File: src/rtl/axis_packet_receiver.sv
// AXI-Stream packet receiver: buffers beats in a first-word-fall-through FIFO,
// checks each packet's length against PKT_LEN and counts completed packets.
module axis_packet_receiver #(
  parameter int unsigned DATA_W  = 8,
  parameter int unsigned DEPTH   = 8,
  parameter int unsigned PKT_LEN = 4
) (
  input  logic                     clk,
  input  logic                     rst,
  input  logic                     s_tvalid,
  input  logic [DATA_W-1:0]        s_tdata,
  input  logic                     s_tlast,
  output logic                     s_tready,
  output logic                     out_valid,
  output logic [DATA_W-1:0]        out_data,
  output logic                     out_last,
  input  logic                     out_ready,
  output logic [7:0]               pkt_count,
  output logic                     len_err,
  output logic [$clog2(DEPTH):0]   level
);

  localparam int unsigned AW = $clog2(DEPTH);
  // Beat counter only needs to reach PKT_LEN-1 before the packet closes.
  localparam int unsigned CW = (PKT_LEN < 2) ? 1 : $clog2(PKT_LEN);

  localparam logic [AW:0] FullLevel   = (AW + 1)'(DEPTH);
  localparam logic [CW:0] PktLenC     = (CW + 1)'(PKT_LEN);
  localparam logic        SingleBeat  = (PKT_LEN == 1);

  localparam logic [0:0] StIdle = 1'b0;
  localparam logic [0:0] StRecv = 1'b1;

  logic [DATA_W:0]   mem_q [DEPTH];
  logic [AW-1:0]     wr_ptr_q, wr_ptr_d;
  logic [AW-1:0]     rd_ptr_q, rd_ptr_d;
  logic [AW:0]       level_q, level_d;
  logic [0:0]        state_q, state_d;
  logic [CW-1:0]     beat_cnt_q, beat_cnt_d;
  logic [7:0]        pkt_count_q, pkt_count_d;
  logic              len_err_q, len_err_d;

  logic              push, pop;
  logic [CW:0]       beat_inc;
  logic [DATA_W:0]   head;

  // Handshakes; ready depends only on registered level so there is no
  // combinational path from s_tvalid or out_ready.
  always_comb begin
    s_tready  = !rst && (level_q != FullLevel);
    out_valid = (level_q != '0);
    push      = s_tvalid && s_tready;
    pop       = out_valid && out_ready;
    head      = mem_q[rd_ptr_q];
    out_data  = head[DATA_W-1:0];
    out_last  = head[DATA_W];
    level     = level_q;
    pkt_count = pkt_count_q;
    len_err   = len_err_q;
  end

  // FIFO storage write; push is already gated off during reset.
  always_ff @(posedge clk) begin
    if (push) begin
      mem_q[wr_ptr_q] <= {s_tlast, s_tdata};
    end
  end

  // FIFO pointer and occupancy next-state; pointers wrap naturally (DEPTH is 2^AW).
  always_comb begin
    wr_ptr_d = wr_ptr_q;
    rd_ptr_d = rd_ptr_q;
    level_d  = level_q;
    if (push) wr_ptr_d = wr_ptr_q + 1'b1;
    if (pop)  rd_ptr_d = rd_ptr_q + 1'b1;
    case ({push, pop})
      2'b10:   level_d = level_q + 1'b1;
      2'b01:   level_d = level_q - 1'b1;
      default: level_d = level_q;
    endcase
  end

  // Length-check FSM next-state; advances only on accepted beats.
  always_comb begin
    state_d     = state_q;
    beat_cnt_d  = beat_cnt_q;
    pkt_count_d = pkt_count_q;
    len_err_d   = 1'b0;
    beat_inc    = {1'b0, beat_cnt_q} + 1'b1;
    if (push) begin
      case (state_q)
        StIdle: begin
          if (s_tlast) begin
            pkt_count_d = pkt_count_q + 1'b1;
            len_err_d   = !SingleBeat;
          end else begin
            state_d    = StRecv;
            beat_cnt_d = CW'(1);
          end
        end
        StRecv: begin
          if (s_tlast) begin
            state_d     = StIdle;
            beat_cnt_d  = '0;
            pkt_count_d = pkt_count_q + 1'b1;
            len_err_d   = (beat_inc != PktLenC);
          end else if (beat_inc == PktLenC) begin
            // Missing tlast: close the packet here; later beats start a new one.
            state_d    = StIdle;
            beat_cnt_d = '0;
            len_err_d  = 1'b1;
          end else begin
            beat_cnt_d = beat_inc[CW-1:0];
          end
        end
        default: begin
          state_d    = StIdle;
          beat_cnt_d = '0;
        end
      endcase
    end
  end

  // State registers with synchronous reset; reset flushes the FIFO and any partial packet.
  always_ff @(posedge clk) begin
    if (rst) begin
      wr_ptr_q    <= '0;
      rd_ptr_q    <= '0;
      level_q     <= '0;
      state_q     <= StIdle;
      beat_cnt_q  <= '0;
      pkt_count_q <= '0;
      len_err_q   <= 1'b0;
    end else begin
      wr_ptr_q    <= wr_ptr_d;
      rd_ptr_q    <= rd_ptr_d;
      level_q     <= level_d;
      state_q     <= state_d;
      beat_cnt_q  <= beat_cnt_d;
      pkt_count_q <= pkt_count_d;
      len_err_q   <= len_err_d;
    end
  end

endmodule

File: config.mk
export PLATFORM = sky130hd
export DESIGN_NAME = axis_packet_receiver
export DESIGN_NICKNAME = d
export VERILOG_FILES = /design/src/rtl/axis_packet_receiver.sv
export SDC_FILE = /design/constraint.sdc
export NUM_CORES = 1
export LEC_CHECK = 0
export BUFFER_PORTS_ARGS = -buffer_cell sky130_fd_sc_hd__buf_2
export CAP_MARGIN = 30
export CORE_UTILIZATION = 58
export CTS_CLUSTER_SIZE = 24
export DETAILED_ROUTE_END_ITERATION = 8
export HOLD_SLACK_MARGIN = 0.06
export PLACE_DENSITY = 0.81
export SYNTH_ARGS = -nofsm -noshare
export SYNTH_HDL_FRONTEND = slang
export SYNTH_SLANG_ARGS = --single-unit
File: constraint.sdc
create_clock -name clk -period 2.9 [get_ports clk]
set_input_delay 0.29 -clock clk [delete_from_list [all_inputs] [get_ports clk]]
set_output_delay 0.29 -clock clk [all_outputs]
set_load 0.1 [all_outputs]
==> Word-level counts from Yosys, hierarchy flattened <==
Memories as Yosys holds them, arrays and structs flattened. A register that Yosys moved wholly into a read port is not among the register bits.
Index checks and enable logic that the tools add are counted.
{ "classes": {"add_sub_neg": 6, "n_eq_ne": 6, "muxes": 18, "bitwise_logic": 2, "reduce_logical": 9} }
{ "ops": {"columns": ["operator", "count"], "rows": [
  ["8-bit by 1-bit adder with 8-bit output (second input constant)", 1],
  ["1-bit two-way mux", 8],
  ["8-bit two-way mux", 1],
  ["4-bit case mux with 2 select lines", 1],
  ["3-bit by 1-bit adder with 3-bit output (second input constant)", 2],
  ["2-bit two-way mux", 3],
  ["3-bit two-way mux", 2],
  ["4-bit by 1-bit adder with 4-bit output (second input constant)", 1],
  ["4-bit inequality test (second input constant)", 1],
  ["1-bit case mux with 2 select lines", 2],
  ["2-bit case mux with 2 select lines", 1],
  ["2-bit AND reduction", 2],
  ["4-bit nonzero test", 1],
  ["4-bit by 1-bit subtractor with 4-bit output (second input constant)", 1],
  ["2-bit by 1-bit adder with 3-bit output (second input constant)", 1],
  ["3-bit == test (second input constant)", 1],
  ["1-bit logical AND", 3],
  ["3-bit inequality test (second input constant)", 1],
  ["2-bit by 1-bit == test with 1-bit output (second input constant)", 1],
  ["2-bit == test (second input constant)", 1],
  ["2-bit inequality test (second input constant)", 1],
  ["1-bit NOT", 2],
  ["2-bit nonzero test", 1],
  ["2-bit OR reduction", 1],
  ["1-bit zero test", 1]
]} }
{ "totals": {"reg_bits": 22, "mem_bits_rw": 72, "input_bits": 13, "elab_cells": 49, "n_memories": 1} }
{ "memory_table": {"columns": ["memory", "depth", "width", "read_ports", "rd_clocked_by_memory_dff", "write_ports", "line", "rtl"], "rows": [
  ["mem_q", 8, 9, 1, 1, 1, "34", "logic [DATA_W:0] mem_q [DEPTH];"]
]} }

==> Longest topological paths before layout <==
{ "logic_depth": {"ltp_word": 5, "ltp_mapped": 11, "mapped_depth_nobuf": 10} }

==> Worst setup path after synthesis <==
No wires, ideal clock.
{ "synth_timing": {"kind": "flip-flop to flip-flop", "start": "reg level_q[1], in the netlist level[1]", "end": "mem mem_q[0][0] in the netlist's numbering (enable)", "setup_ps": 399, "t_arrival_ps": 4036, "slack_ps": -1536, "path_stages_with_launch": 6, "period_less_slack_ps": 4436, "cell_sequence": "dfxtp_1 > buf_6 > nor4b_2 > nor2_1 > nand2_1 > nor4_1"} }
{ "synth_via": {"elab_chain_cells": 5} }
{ "synth_lines": {"columns": ["element", "line", "rtl"], "rows": [
  ["start, declared", "37", "logic [AW:0] level_q, level_d;"],
  ["start signal, assigned", "137", "level_q <= level_d;"],
  ["4-bit inequality test", "50", "s_tready = !rst && (level_q != FullLevel);"],
  ["1-bit logical AND", "50", null],
  ["net s_tready", "13", "output logic s_tready,"],
  ["1-bit logical AND", "52", "push = s_tvalid && s_tready;"],
  ["1-bit two-way mux", "64", "if (push) begin"],
  ["1-bit two-way mux (implied by the code)", "65", "mem_q[wr_ptr_q] <= {s_tlast, s_tdata};"],
  ["end, declared", "34", null]
]} }
The timed path passes the listed nets, and every way through them passes these cells.

==> Worst setup path in the final report <==
{ "layout_timing": {"start": "reg level_q[0], in the netlist level[0]", "end": "reg level_q[2], in the netlist level[2]"} }
{ "layout_lines": {"columns": ["element", "line", "rtl"], "rows": [
  ["4-bit nonzero test *", "51", "out_valid = (level_q != '0);"],
  ["1-bit logical AND *", "53", "pop = out_valid && out_ready;"],
  ["net pop", "43", "logic push, pop;"],
  ["2-bit by 1-bit == test with 1-bit output / 2-bit == test (equally long branches)", "76", "case ({push, pop})"],
  ["4-bit case mux with 2 select lines / 2-bit nonzero test (equally long branches)", null, null]
]} }
Mark *: on every way through the listed nets, which the timed path passes. The rest lies on a longest branch.
A chain may end at the register's enable or synchronous reset.

==> flow_summary.toml <==
[status]
status = "finished with violations"
violations = "design-rule violations"

[placed_design]
post-place-cells = 361
dp_worst_setup_slack_ns = 0.399
dpl.hpwl_um = 4360
finalWeightedCongestion = 0.728
port_buffers = 36

[logic_synthesis]
synth_area_mm2 = 0.00395
synth_edf_count = 72
synthCells = 250
synth_flop_cell = "edfxtp_1"
async_flop_share = 0
ys_seq_area_frac = 0.674
yosysWarnings = 0
synth_cell_types = 39
avgSynthCellArea_um2 = 15.8
synth-seq-cells = 97
syn-num-nets = 271

[layout]
num_antenna_cells = 0
drive_gt1_frac = 0.340
layout.cells.non_filler = 377
syn2layout_area_growth_pct = 12.9
final_nets = 316
utilization = 0.691
n_fill_cell = 438

[clock_tree]
ctsHoldBuffers = 0
cts.repair.resized = 0
post-cts-setup-buffers = 0
clock-sinks = 97
cts_inserted_buffers = 9
cts_tree = "yes"
clkTransAtPathRegs_ns = 0.09
htreeDepth = 3
clockBufferDepth = 2
cts_root_buf = "clkbuf_8"
clock_latency_ns = 0.35

[worst_hold_path]
min_from = "s_tdata[7]"
hold_end = "mem_q[4][7]$_DFFE_PP_"
hold_path_depth = 1
worst_hold_path_type = "in2reg"

[worst_setup_path]
arrival_ns = 2.78
reg2reg_slack_ns = 0.39
reg2reg_to = "level[2]$_SDFFE_PP0P_"
required_ns = 3.17
regToRegStartpoint = "level[0]$_SDFFE_PP0P_"
cp-end-kind = "flip-flop"
path_class = "reg2reg"
path_max_fanout = 8
reg2regPathDepth = 10
crit_path_start_kind = "flip-flop"

[sta]
max_freq_mhz = 398
final-hold-violation-count = 0
tns_ns = 0
period_share = 0.866
final.min_clock_period_ns = 2.51
fin_skew_ns = 0.0102
rsz0062_at_grt = "no"
setup_ws_ns = 0.390
slew_headroom = 0.656
tightest_slew_ns = 0.515
setup_viol = 0
slew_violations = 0

[die]
dieArea_mm2 = 0.00715
rows = 29
num_io_pins = 37
die_w_um = 84.5
die_y_um = 84.5
start_util = 0.612
core_mm2 = 0.00646

[grt]
grt_max_degree = 26
gr-total-overflow = 0
grt_usage = 0.208
grt_pass1_vias = 2159
grt_pass1_wl_um = 11000
antenna_found_initial = 0

[power_and_ir_drop]
power_mw = 3.84
cellPowerDensity_mw_per_mm2 = 860
p_leak_nw = 1.56
peakVddDrop_uv = 1190

[route]
drt_iter0_markers = 171
wl_um = 6780
first_pass_iters = 8
drc = 1
vias = 2217
antenna_left = 0
wl_per_cell_um = 18.0
drt-vias-per-instance = 5.88

[flow_run]
cap_violations = 0
## Yosys cell counts (all sizes together), types with 3 or more instances
master | count | area (µm²)
buf | 7 | 43.8
mux4 | 18 | 405
mux2 | 9 | 101
ha | 8 | 100
dfxtp | 25 | 500
nor3 | 7 | 35.0
nand2 | 10 | 40.0
clkbuf | 5 | 20.0
edfxtp | 72 | 2160
nand3 | 11 | 60.1
nand4 | 3 | 18.8
or3 | 4 | 25.0
nor2 | 20 | 75.1
o21ai | 7 | 38.8
a21oi | 9 | 45.0
xor2 | 10 | 87.6
inv | 5 | 18.8
## power by group
group          total [mW]  switching, mW  leakage, nW  internal (mW)
Combinational        1.38          0.994        0.619          0.384
Clock               0.794          0.457       0.0887          0.337
Sequential           1.67         0.0858        0.856           1.58
## area by class of cell
class | count | area (µm²) | share of cell area
clock buffers | 10 | 138 | 0.0309
clock inverters | 6 | 42.5 | 0.00954
inverters | 5 | 18.8 | 0.00421
multi-input cells | 136 | 1230 | 0.277
flip-flops and latches | 97 | 2680 | 0.600
well taps | 77 | 96.3 | 0.0216
repair buffers | 46 | 255 | 0.0572
## through the flow
step | area, µm² | hold slack, ns
final | 4460 | 0.208
after CTS | 4460 | 0.195
after global placement | 4280 | 0.469
after detailed placement | 4280 | 0.471
after floorplan | 3990 | 0.389
after global routing | 4460 | 0.201
## metal layers
layer / routed length [µm] / GRT usage / vias up / share of wire
met2: 3420 / 0.353 / 57 / 0.50
met3: 243 / 0.0324 / 12 / 0.036
li1: - / - / 1051 / -
met1: 2980 / 0.266 / 1097 / 0.44
met5: 0 / 0 / - / 0
met4: 138 / 0.0986 / 0 / 0.020
## flip-flops by register name, indices dropped and copies added, names as in the netlist, named ones only
signal / count
mem_q: 72
pkt_count: 8
level: 4
rd_ptr_q: 3
wr_ptr_q: 3
beat_cnt_q: 2
len_err: 1
state_q: 1
## how the worst max path moves through the flow
stage	from	end
2_1_floorplan	level[1]$_SDFFE_PP0P_	level[2]$_SDFFE_PP0P_
3_3_place_gp	level[0]$_SDFFE_PP0P_	level[2]$_SDFFE_PP0P_
3_5_place_dp	level[0]$_SDFFE_PP0P_	level[2]$_SDFFE_PP0P_
4_1_cts	level[0]$_SDFFE_PP0P_	level[2]$_SDFFE_PP0P_
5_1_grt	level[0]$_SDFFE_PP0P_	level[2]$_SDFFE_PP0P_
6_report	level[0]$_SDFFE_PP0P_	level[2]$_SDFFE_PP0P_
## cells by family after synthesis
logic type / count (synthesis) / synth area share
DFF: 97 / 0.674
AOI/OAI and AO/OA: 19 / 0.0291
xor gates and xnor gates: 12 / 0.0266
muxes: 29 / 0.133
adders and majority gates: 8 / 0.0253
buffers and inverters: 17 / 0.0209
and+or+nand+nor: 68 / 0.0909
## worst max-delay path, cell delays in order, from the launching register on
cell     delay, ns
dfxtp_4       0.38
or4_4         0.54
nand2_1       0.14
inv_1         0.07
ha_1          0.26
xor2_1        0.17
ha_1          0.18
a21oi_1       0.15
xor2_1        0.10
or3_1         0.31
a21oi_1       0.13
## cells in the final DEF, fill, tap and decap left out, types with 10 or more instances in the layout
cell / n
buf_2: 36
buf_4: 10
clkbuf_8: 10
dfxtp_1: 21
edfxtp_1: 72
mux4_2: 18
nand3_1: 10
nor2_1: 19
xor2_1: 10
(Power assumes the default switching activity.)
